==> src/rtl/uart_rx_fifo.sv <==
`default_nettype none
// ============================================================================
//  Module      : uart_rx_fifo
//  Description : UART receiver (8 data bits, LSB first, 1 stop bit) feeding a
//                show-ahead receive FIFO, with sticky overrun, framing and
//                parity error flags.
//                Optional feature macro: UART_RX_PARITY_EN adds one
//                even-parity bit between the data bits and the stop bit.
//  Revision    : 1.0 - initial release
// ============================================================================
module uart_rx_fifo #(
    parameter int CLKS_PER_BIT = 16,
    parameter int DEPTH_LOG2   = 2
) (
    input  logic       clk,
    input  logic       reset,
    input  logic       uart_rx,
    input  logic       rd,
    input  logic       clr_err,
    output logic [7:0] data_out,
    output logic       data_valid,
    output logic       overrun,
    output logic       frame_err,
    output logic       parity_err
);

    localparam int                 c_cnt_w     = $clog2(CLKS_PER_BIT);
    localparam logic [c_cnt_w-1:0] c_half_last = c_cnt_w'(CLKS_PER_BIT / 2 - 1);
    localparam logic [c_cnt_w-1:0] c_bit_last  = c_cnt_w'(CLKS_PER_BIT - 1);

    typedef enum logic [2:0] {
        S_IDLE   = 3'd0,
        S_START  = 3'd1,
        S_DATA   = 3'd2,
        S_PARITY = 3'd3,
        S_STOP   = 3'd4,
        S_BREAK  = 3'd5
    } state_t;

    state_t               r_state;
    state_t               w_state_nxt;
    logic                 r_rx_meta;
    logic                 r_rx_sync;
    logic                 r_rx_prev;
    logic [1:0]           r_sync_fill;
    logic [c_cnt_w-1:0]   r_cnt;
    logic [2:0]           r_bit_cnt;
    logic [7:0]           r_shift;
    logic [DEPTH_LOG2:0]  r_wr_ptr;
    logic [DEPTH_LOG2:0]  r_rd_ptr;
    logic [7:0]           r_mem [2**DEPTH_LOG2];
    logic                 r_overrun;
    logic                 r_frame_err;

    logic w_fall;
    logic w_cnt_half;
    logic w_cnt_full;
    logic w_push;
    logic w_frame_evt;
    logic w_empty;
    logic w_full;
    logic w_rd_en;
    logic w_wr_en;
    logic w_ovr_evt;

    // Two-flop synchroniser; r_sync_fill marks when r_rx_sync carries a real
    // line sample so the reset value of the flops can never fake a start edge.
    always_ff @(posedge clk or posedge reset) begin
        if (reset) begin
            r_rx_meta   <= 1'b1;
            r_rx_sync   <= 1'b1;
            r_sync_fill <= 2'b00;
            r_rx_prev   <= 1'b0;
        end else begin
            r_rx_meta   <= uart_rx;
            r_rx_sync   <= r_rx_meta;
            r_sync_fill <= {r_sync_fill[0], 1'b1};
            r_rx_prev   <= r_rx_sync & r_sync_fill[1];
        end
    end

    assign w_fall     = r_rx_prev & ~r_rx_sync;
    assign w_cnt_half = (r_cnt == c_half_last);
    assign w_cnt_full = (r_cnt == c_bit_last);

    // FSM state register
    always_ff @(posedge clk or posedge reset) begin
        if (reset) begin
            r_state <= S_IDLE;
        end else begin
            r_state <= w_state_nxt;
        end
    end

`ifdef UART_RX_PARITY_EN
    logic w_par_evt;
    logic r_parity_err;
`endif

    // FSM next-state and per-sample event decode
    always_comb begin
        w_state_nxt = r_state;
        w_push      = 1'b0;
        w_frame_evt = 1'b0;
`ifdef UART_RX_PARITY_EN
        w_par_evt   = 1'b0;
`endif
        case (r_state)
            S_IDLE: begin
                if (w_fall) begin
                    w_state_nxt = S_START;
                end
            end
            S_START: begin
                if (w_cnt_half) begin
                    w_state_nxt = r_rx_sync ? S_IDLE : S_DATA;
                end
            end
            S_DATA: begin
                if (w_cnt_full && (r_bit_cnt == 3'd7)) begin
`ifdef UART_RX_PARITY_EN
                    w_state_nxt = S_PARITY;
`else
                    w_state_nxt = S_STOP;
`endif
                end
            end
`ifdef UART_RX_PARITY_EN
            S_PARITY: begin
                if (w_cnt_full) begin
                    // Even parity: the received bit must equal the XOR of the data.
                    w_par_evt   = (r_rx_sync != (^r_shift));
                    w_state_nxt = S_STOP;
                end
            end
`endif
            S_STOP: begin
                if (w_cnt_full) begin
                    if (r_rx_sync) begin
                        w_push      = 1'b1;
                        w_state_nxt = S_IDLE;
                    end else begin
                        w_frame_evt = 1'b1;
                        w_state_nxt = S_BREAK;
                    end
                end
            end
            S_BREAK: begin
                if (r_rx_sync) begin
                    w_state_nxt = S_IDLE;
                end
            end
            default: begin
                w_state_nxt = S_IDLE;
            end
        endcase
    end

    // Sample counter: restarts on every state change, wraps once per bit time
    always_ff @(posedge clk or posedge reset) begin
        if (reset) begin
            r_cnt <= '0;
        end else if ((w_state_nxt != r_state) || (r_state == S_IDLE) || (r_state == S_BREAK)) begin
            r_cnt <= '0;
        end else if (w_cnt_full) begin
            r_cnt <= '0;
        end else begin
            r_cnt <= r_cnt + 1'b1;
        end
    end

    // Data shift register and bit counter, LSB arrives first
    always_ff @(posedge clk or posedge reset) begin
        if (reset) begin
            r_bit_cnt <= 3'd0;
            r_shift   <= 8'h00;
        end else if ((r_state == S_DATA) && w_cnt_full) begin
            r_bit_cnt <= r_bit_cnt + 3'd1;
            r_shift   <= {r_rx_sync, r_shift[7:1]};
        end else if (r_state != S_DATA) begin
            r_bit_cnt <= 3'd0;
        end
    end

    // FIFO status; a pop on a full FIFO frees the slot for a same-cycle push
    assign w_empty   = (r_wr_ptr == r_rd_ptr);
    assign w_full    = (r_wr_ptr[DEPTH_LOG2] != r_rd_ptr[DEPTH_LOG2]) &&
                       (r_wr_ptr[DEPTH_LOG2-1:0] == r_rd_ptr[DEPTH_LOG2-1:0]);
    assign w_rd_en   = rd & ~w_empty;
    assign w_wr_en   = w_push & (~w_full | w_rd_en);
    assign w_ovr_evt = w_push & w_full & ~w_rd_en;

    // FIFO pointers with one extra wrap bit for full/empty distinction
    always_ff @(posedge clk or posedge reset) begin
        if (reset) begin
            r_wr_ptr <= '0;
            r_rd_ptr <= '0;
        end else begin
            if (w_wr_en) begin
                r_wr_ptr <= r_wr_ptr + 1'b1;
            end
            if (w_rd_en) begin
                r_rd_ptr <= r_rd_ptr + 1'b1;
            end
        end
    end

    // FIFO storage; contents are only observable through non-empty slots
    always_ff @(posedge clk) begin
        if (w_wr_en) begin
            r_mem[r_wr_ptr[DEPTH_LOG2-1:0]] <= r_shift;
        end
    end

    // Sticky error flags; a same-cycle error event takes priority over clear
    always_ff @(posedge clk or posedge reset) begin
        if (reset) begin
            r_overrun   <= 1'b0;
            r_frame_err <= 1'b0;
        end else begin
            if (w_ovr_evt) begin
                r_overrun <= 1'b1;
            end else if (clr_err) begin
                r_overrun <= 1'b0;
            end
            if (w_frame_evt) begin
                r_frame_err <= 1'b1;
            end else if (clr_err) begin
                r_frame_err <= 1'b0;
            end
        end
    end

`ifdef UART_RX_PARITY_EN
    // Sticky parity flag, same priority rule as the other flags
    always_ff @(posedge clk or posedge reset) begin
        if (reset) begin
            r_parity_err <= 1'b0;
        end else if (w_par_evt) begin
            r_parity_err <= 1'b1;
        end else if (clr_err) begin
            r_parity_err <= 1'b0;
        end
    end
    assign parity_err = r_parity_err;
`else
    assign parity_err = 1'b0;
`endif

    assign data_valid = ~w_empty;
    assign data_out   = w_empty ? 8'h00 : r_mem[r_rd_ptr[DEPTH_LOG2-1:0]];
    assign overrun    = r_overrun;
    assign frame_err  = r_frame_err;

endmodule
`default_nettype wire

==> config.mk <==
export PLATFORM = sky130hd
export DESIGN_NAME = uart_rx_fifo
export DESIGN_NICKNAME = d
export VERILOG_FILES = /design/src/rtl/uart_rx_fifo.sv
export SDC_FILE = /design/constraint.sdc
export NUM_CORES = 1
export LEC_CHECK = 0
export CAP_MARGIN = 5
export CORE_ASPECT_RATIO = 0.6
export CORE_MARGIN = 8
export CORE_UTILIZATION = 45
export DETAILED_ROUTE_END_ITERATION = 10
export MAX_ROUTING_LAYER = met4
export SYNTH_ARGS = -nofsm -noshare
export SYNTH_HDL_FRONTEND = slang
export SYNTH_SLANG_ARGS = --single-unit
export TNS_END_PERCENT = 30
==> constraint.sdc <==
create_clock -name clk -period 4 [get_ports clk]
set_input_delay 0.6 -clock clk [delete_from_list [all_inputs] [get_ports clk]]
set_output_delay 0.6 -clock clk [all_outputs]
set_load 0.02 [all_outputs]
==> results of run 1 <==
[routing by layer]
| layer | up-vias | track usage | share of wire |
|---|---|---|---|
| li1 | 696 | - | - |
| met1 | 744 | 0.1656 | 0.52 |
| met2 | 34 | 0.1655 | 0.42 |
| met3 | 4 | 0.05775 | 0.056 |
| met4 | 0 | 0.04118 | 0.0075 |
| met5 | - | - | 0 |
[stage by stage]
stage            util  setup WS (ns)  std cells  total power, mW
2_1_floorplan       -          1.973        182            1.018
3_3_place_gp   0.4876          1.279        273            1.090
3_5_place_dp   0.4876          1.216        273            1.102
4_1_cts        0.5180         0.8333        289            1.620
5_1_grt        0.5180         0.7323        289            1.691
6_report       0.5180         0.9129        289            1.602
[sequential cells by signal (all words and copies together), names as in the netlist]
register	flops
r_state	3
r_rx_sync	1
r_rd_ptr	3
overrun	1
r_bit_cnt	3
r_shift	8
r_mem	32
r_sync_fill	2
r_rx_prev	1
r_rx_meta	1
r_wr_ptr	3
frame_err	1
r_cnt	4
[final cells by class]
| type | count | area (um2) | share of cell area |
|---|---|---|---|
| multi-input combinational | 104 | 888.4 | 0.2871 |
| timing repair buffer | 16 | 157.7 | 0.05095 |
| inverter | 6 | 22.52 | 0.007279 |
| sequential | 63 | 1739 | 0.5621 |
| clock buffer | 11 | 131.4 | 0.04246 |
| clock inverter | 5 | 50.05 | 0.01617 |
| tap | 84 | 105.1 | 0.03397 |
[cells in the mapped netlist, types with 2 or more instances]
cell type	number	area [um2]
and2_1	11	68.82
dfrtp_1	29	725.7
nand4b_1	2	17.52
buf_6	2	22.52
ha_1	8	100.1
nor3b_1	2	15.01
a21oi_1	5	25.02
nand4_1	2	12.51
xor2_1	2	17.52
and3_1	5	31.28
conb_1	2	7.510
mux2_1	9	101.4
mux4_2	8	180.2
edfxtp_1	32	960.9
xnor2_1	7	61.31
nand2b_1	2	12.51
nor2_1	6	22.52
clkbuf_1	4	15.01
nand2_1	8	30.03
o21ai_0	3	15.01
dfstp_2	2	52.55
inv_1	6	22.52
a31oi_1	2	12.51
buf_4	2	15.01
nand3_1	4	20.02
o21ai_1	2	10.01
[cell families after synthesis]
| logic type | synth area share |
|---|---|
| flops | 0.6423 |
| simple gates | 0.1086 |
| mux | 0.1040 |
| compound gates | 0.04667 |
| buf+inv | 0.02957 |
| other cells | 0.002774 |
| fa+ha+maj | 0.03697 |
| xor+xnor | 0.02911 |
[worst min-delay path by stage]
stage / slack, ns / end / from
final: 0.36 / r_rx_sync / r_rx_meta
after global routing: 0.37 / r_rx_sync / r_rx_meta
after CTS: 0.36 / r_rx_sync / r_rx_meta
after detailed placement: 0.35 / r_sync_fill[1] / r_sync_fill[0]
after global placement: 0.34 / r_sync_fill[1] / r_sync_fill[0]
after floorplan: 0.33 / r_sync_fill[1] / r_sync_fill[0]
[worst register-to-register path: stages, from the launching register on]
cell and delay (ns):
dfrtp_1 0.39, ha_1 0.29, and3_1 0.42, and4_1 0.35, and3_1 0.53
[power by group through the flow]
stage	sequential (mW)	clock [mW]	combinational (mW)
after CTS	0.803	0.529	0.287
final	0.803	0.516	0.283
after floorplan	0.749	0	0.269
after global placement	0.813	0	0.277
after detailed placement	0.816	0	0.286
after global routing	0.814	0.562	0.315
==> run_results.csv, run 1 <==
group,metric,value,unit
global_route,antenna_found_initial,0,
power,switching_share,0.2797,
timing,relSlewSlack,0.3645,
detailed_routing,drc,0,
power,p_leak,1.197,nW
detailed_routing,wire_per_inst,16.54,um
floorplan,core,5973,um2
detailed_routing,detail-route-antenna-nets,0,
timing,setup_viol,0,
floorplan,io_pins,17,
logic_synthesis,syn_inst,182,
detailed_routing,drt_iter0_markers,64,
layout,final_cell_mix,"edfxtp_1 (32), dfrtp_1 (29), clkdlybuf4s50_1 (15), and2_1 (11)",
floorplan,die_x,116.1,um
logic_synthesis,postSynth.asyncResetShare,0.4921,
worst_setup_path,required,3.40,ns
worst_setup_path,crit_path_start,"r_rd_ptr[0]",
logic_synthesis,synth_edf_count,32,
power,cell_internal_pwr,1.154,mW
logic_synthesis,synth_nets,195,
timing,final_hold_viol_count,0,
timing,slew_viol_final,0,
detailed_routing,routed_wl,4.779,mm
worst_setup_path,r2r_end,"r_mem[2][7]",
detailed_routing,num_vias,1478,
worst_setup_path,ff2ff_path_depth,4,
worst_setup_path,critical_path_buf_inv_count,1,
timing,fmax,323.9,MHz
clocking,numCtsBuffers,9,
worst_setup_path,rrSetupSlack,1.66,ns
layout,drive_gt1_frac,0.1366,
layout,mostFrequentLayoutCell,"edfxtp_1",
status,outcome,"finished clean",
power,ir_drop,225.5,uV
clocking,h-tree-depth,3,
clocking,insertion_delay,0.33,ns
worst_hold_path,hold_path.class,"flip-flop to flip-flop",
worst_setup_path,cp-start-kind,"flip-flop",
timing,fin_crit_sh,0.7718,
logic_synthesis,synth-seq-cells,63,
power,p_switching,0.4482,mW
power,p_clk_frac,0.322,
power,p_comb_frac,0.177,
logic_synthesis,synth-main-ff-cell,"edfxtp_1",
worst_setup_path,path_max_fanout,11,
timing,tightest_slew,0.9522,ns
global_route,gr-usage-all-layers,0.1255,
detailed_routing,firstDrtPassIters,4,
clocking,cts_resized,0,
worst_setup_path,critPathSlowestCell,"dfrtp_1",
worst_setup_path,r2r_start,"r_cnt[0]",
place,port_buffers,15,
timing,finalCriticalPeriod,3.087,ns
detailed_routing,viasPerCell,5.114,
layout,fillCellCount,529,
worst_setup_path,cp-endpoint,"data_out[6]",
layout,syn_to_final_growth,14.28,%
worst_setup_path,cp.arrival,2.49,ns
layout,finalNetCount,213,
floorplan,dieHeight,76.09,um
worst_setup_path,criticalPathCategory,"flip-flop to primary output",
logic_synthesis,seq_area_frac_synth,0.6423,
place,place_congestion,0.7789,
timing,finalClockSkew,0.008852,ns
clocking,ctsHoldBuffers,0,
timing,grt_setup_unrepaired,"false",
clocking,cts_buffer_depth,2,
clocking,cts_sinks,63,
place,dp_hpwl,3.226,mm
worst_setup_path,cp.depth,4,
logic_synthesis,syn_avg_cell_area,14.88,um2
job,drv_cap,0,
clocking,post_cts_buffers,0,
worst_setup_path,cp_slowest_stage_delay,0.75,ns
clocking,root_buffer,"clkbuf_8",
floorplan,rows,22,
worst_setup_path,crit_path_end_kind,"primary output",
worst_setup_path,crit_family,"flip-flops",
logic_synthesis,ys_warn_count,0,
layout,antennaDiodeCount,0,
clocking,cts_tree,"built",
power,power_density,517.9,nW/um2
power,pwr-share-seq,0.501,
timing,hold_ws,0.3584,ns
layout,fin_area,3094,um2
global_route,grt_pass1_wl,8.066,mm
place,placed_area,2913,um2
global_route,grt_max_degree,25,
worst_hold_path,min_delay_path_depth,0,
timing,setup_tns,0,ns
global_route,grt-ovfl-total,0,
logic_synthesis,synthesis.area,2708,um2
worst_setup_path,cp_cell_sequence,"xnor2_1, nand3b_1, and2_1, clkdlybuf4s50_1",
global_route,grt_pass1_vias,1550,
floorplan,start_util,0.4533,
logic_synthesis,synthDistinctLibCells,41,
clocking,clk_pin_slew,0.07,ns
floorplan,die-area,8837,um2
Power figures use the tool's default switching activity.
==> run 2, diff against run 1 <==
--- a/config.mk
+++ b/config.mk
@@ -11,6 +11,7 @@
 export CORE_UTILIZATION = 45
 export DETAILED_ROUTE_END_ITERATION = 10
 export MAX_ROUTING_LAYER = met4
+export PLACE_DENSITY = 0.66
 export SYNTH_ARGS = -nofsm -noshare
 export SYNTH_HDL_FRONTEND = slang
 export SYNTH_SLANG_ARGS = --single-unit
==> constraint.sdc (replaced) <==
create_clock -name clk -period 2.7 [get_ports clk]
set_input_delay 0.405 -clock clk [delete_from_list [all_inputs] [get_ports clk]]
set_output_delay 0.405 -clock clk [all_outputs]
set_load 0.02 [all_outputs]
==> run_results.csv, run 2 (synthesis results as in run 1) <==
group,metric,value,unit
layout,final_cell_mix,"edfxtp_1 (32), dfrtp_1 (29), clkdlybuf4s50_1 (15), and2_1 (11)",
worst_setup_path,cp.arrival,2.18,ns
timing,grt_setup_unrepaired,"false",
detailed_routing,detail-route-antenna-nets,0,
timing,finalCriticalPeriod,2.583,ns
detailed_routing,viasPerCell,5.250,
worst_setup_path,criticalPathCategory,"flip-flop to primary output",
floorplan,start_util,0.4533,
timing,slew_viol_final,0,
detailed_routing,dr_wl_met3,236,um
timing,final_hold_viol_count,0,
clocking,numCtsBuffers,9,
worst_hold_path,hold_path.class,"flip-flop to flip-flop",
worst_setup_path,rrSetupSlack,0.36,ns
timing,fin_crit_sh,0.9566,
job,drv_cap,0,
worst_setup_path,r2r_start,"r_cnt[0]",
global_route,grt_pass1_wl,8.052,mm
detailed_routing,top_layer_used,"met4",
detailed_routing,drt_iter0_markers,63,
detailed_routing,firstDrtPassIters,4,
worst_setup_path,required,2.30,ns
floorplan,dieHeight,76.09,um
place,port_buffers,15,
global_route,antenna_found_initial,0,
power,ir_drop,388.8,uV
floorplan,die_x,116.1,um
clocking,root_buffer,"clkbuf_8",
global_route,grt_max_degree,32,
worst_hold_path,hold_start,"r_sync_fill[0]",
layout,largest_reg_flops,32,
detailed_routing,met1_length,2.271,mm
timing,setup_viol,0,
clocking,cts_resized,0,
timing,finalClockSkew,0.007803,ns
detailed_routing,drc,0,
layout,antennaDiodeCount,0,
floorplan,rows,22,
worst_setup_path,cp-start-kind,"flip-flop",
layout,syn_to_final_growth,16.54,%
clocking,clk_pin_slew,0.07,ns
global_route,grt-ovfl-total,0,
timing,setup_tns,0,ns
floorplan,die-area,8837,um2
floorplan,core,5973,um2
detailed_routing,routed_wl,4.952,mm
global_route,grt_pass1_vias,1546,
layout,finalNetCount,216,
power,power_density,810.1,nW/um2
worst_setup_path,path_max_fanout,10,
clocking,h-tree-depth,3,
timing,hold_ws,0.3555,ns
timing,fmax,387.2,MHz
place,place_congestion,0.7903,
worst_setup_path,crit_path_end_kind,"primary output",
global_route,gr-usage-all-layers,0.1236,
detailed_routing,num_vias,1533,
clocking,insertion_delay,0.33,ns
worst_setup_path,crit_path_start,"r_rd_ptr[0]",
status,outcome,"finished clean",
detailed_routing,wl_met2,2.422,mm
clocking,cts_tree,"built",
power,p_leak,1.216,nW
layout,drive_gt1_frac,0.1587,
floorplan,io_pins,17,
detailed_routing,wire_per_inst,16.96,um
clocking,cts_sinks,63,
layout,mostFrequentLayoutCell,"edfxtp_1",
clocking,cts_buffer_depth,2,
place,dp_hpwl,3.299,mm
## run 2: cell types whose count changed in the layout (fill, tap and decap cells not counted)
cell	before	now
clkinvlp_4	0	3
buf_4	1	4
clkbuf_1	2	0
clkinv_2	4	1
inv_6	0	1
bufinv_16	1	2
## run 2: through the flow
stage / power, mW / instances / cell area (um2) / utilization / setup WS [ns]
global route: 2.675 / 292 / 3156 / 0.5283 / 0.01226
finish: 2.556 / 292 / 3156 / 0.5283 / 0.1173
floorplan: 1.508 / 182 / 2708 / - / 0.8511
CTS: 2.572 / 291 / 3148 / 0.5270 / 0.04051
global placement: 1.640 / 275 / 2928 / 0.4902 / 0.4719
detailed placement: 1.677 / 275 / 2928 / 0.4902 / 0.4075
## run 2: report_power, final
group,switching [mW],total [mW],internal (mW)
logic,0.283,0.540,0.258
clock network,0.369,0.890,0.520
registers,0.0656,1.13,1.06
total,0.718,2.56,1.84
## run 2: repair_timing
item,4_1_cts,5_1_grt
setup buffers,0,1
hold buffers,0,0
setup endpoints to repair,0,8
## run 2: worst paths after layout
path	depth (start not counted)	endpoint
min in group asynchronous	3	r_cnt[1]
setup reg to reg	4	r_mem[1][0]
max in group asynchronous	3	r_rx_meta
hold reg to reg	0	r_sync_fill[1]
hold / removal	0	r_sync_fill[1]
setup / recovery	4	data_out[6]
## run 2: area by class of cell
cell class,instances,area (um2)
Timing Repair Buffer,19,180.2
Clock inverter,7,96.34
Tap cell,84,105.1
Multi-Input combinational cell,104,888.4
Fill cell,502,2818
Sequential cell,63,1739
Inverter,6,22.52
Clock buffer,9,123.9
## run 2: worst max-delay path, cell delays in order, from the launching register on
cell             delay (ns)
dfrtp_1                0.36
buf_4                  0.24
mux4_2                 0.51
and2_1                 0.19
clkdlybuf4s50_1        0.54
## run 2: per-layer routing
metal	up-vias	track usage
met5	-	-
li1	706	-
met1	791	0.1553
met3	2	0.05696
met2	34	0.1764
met4	0	0.03089
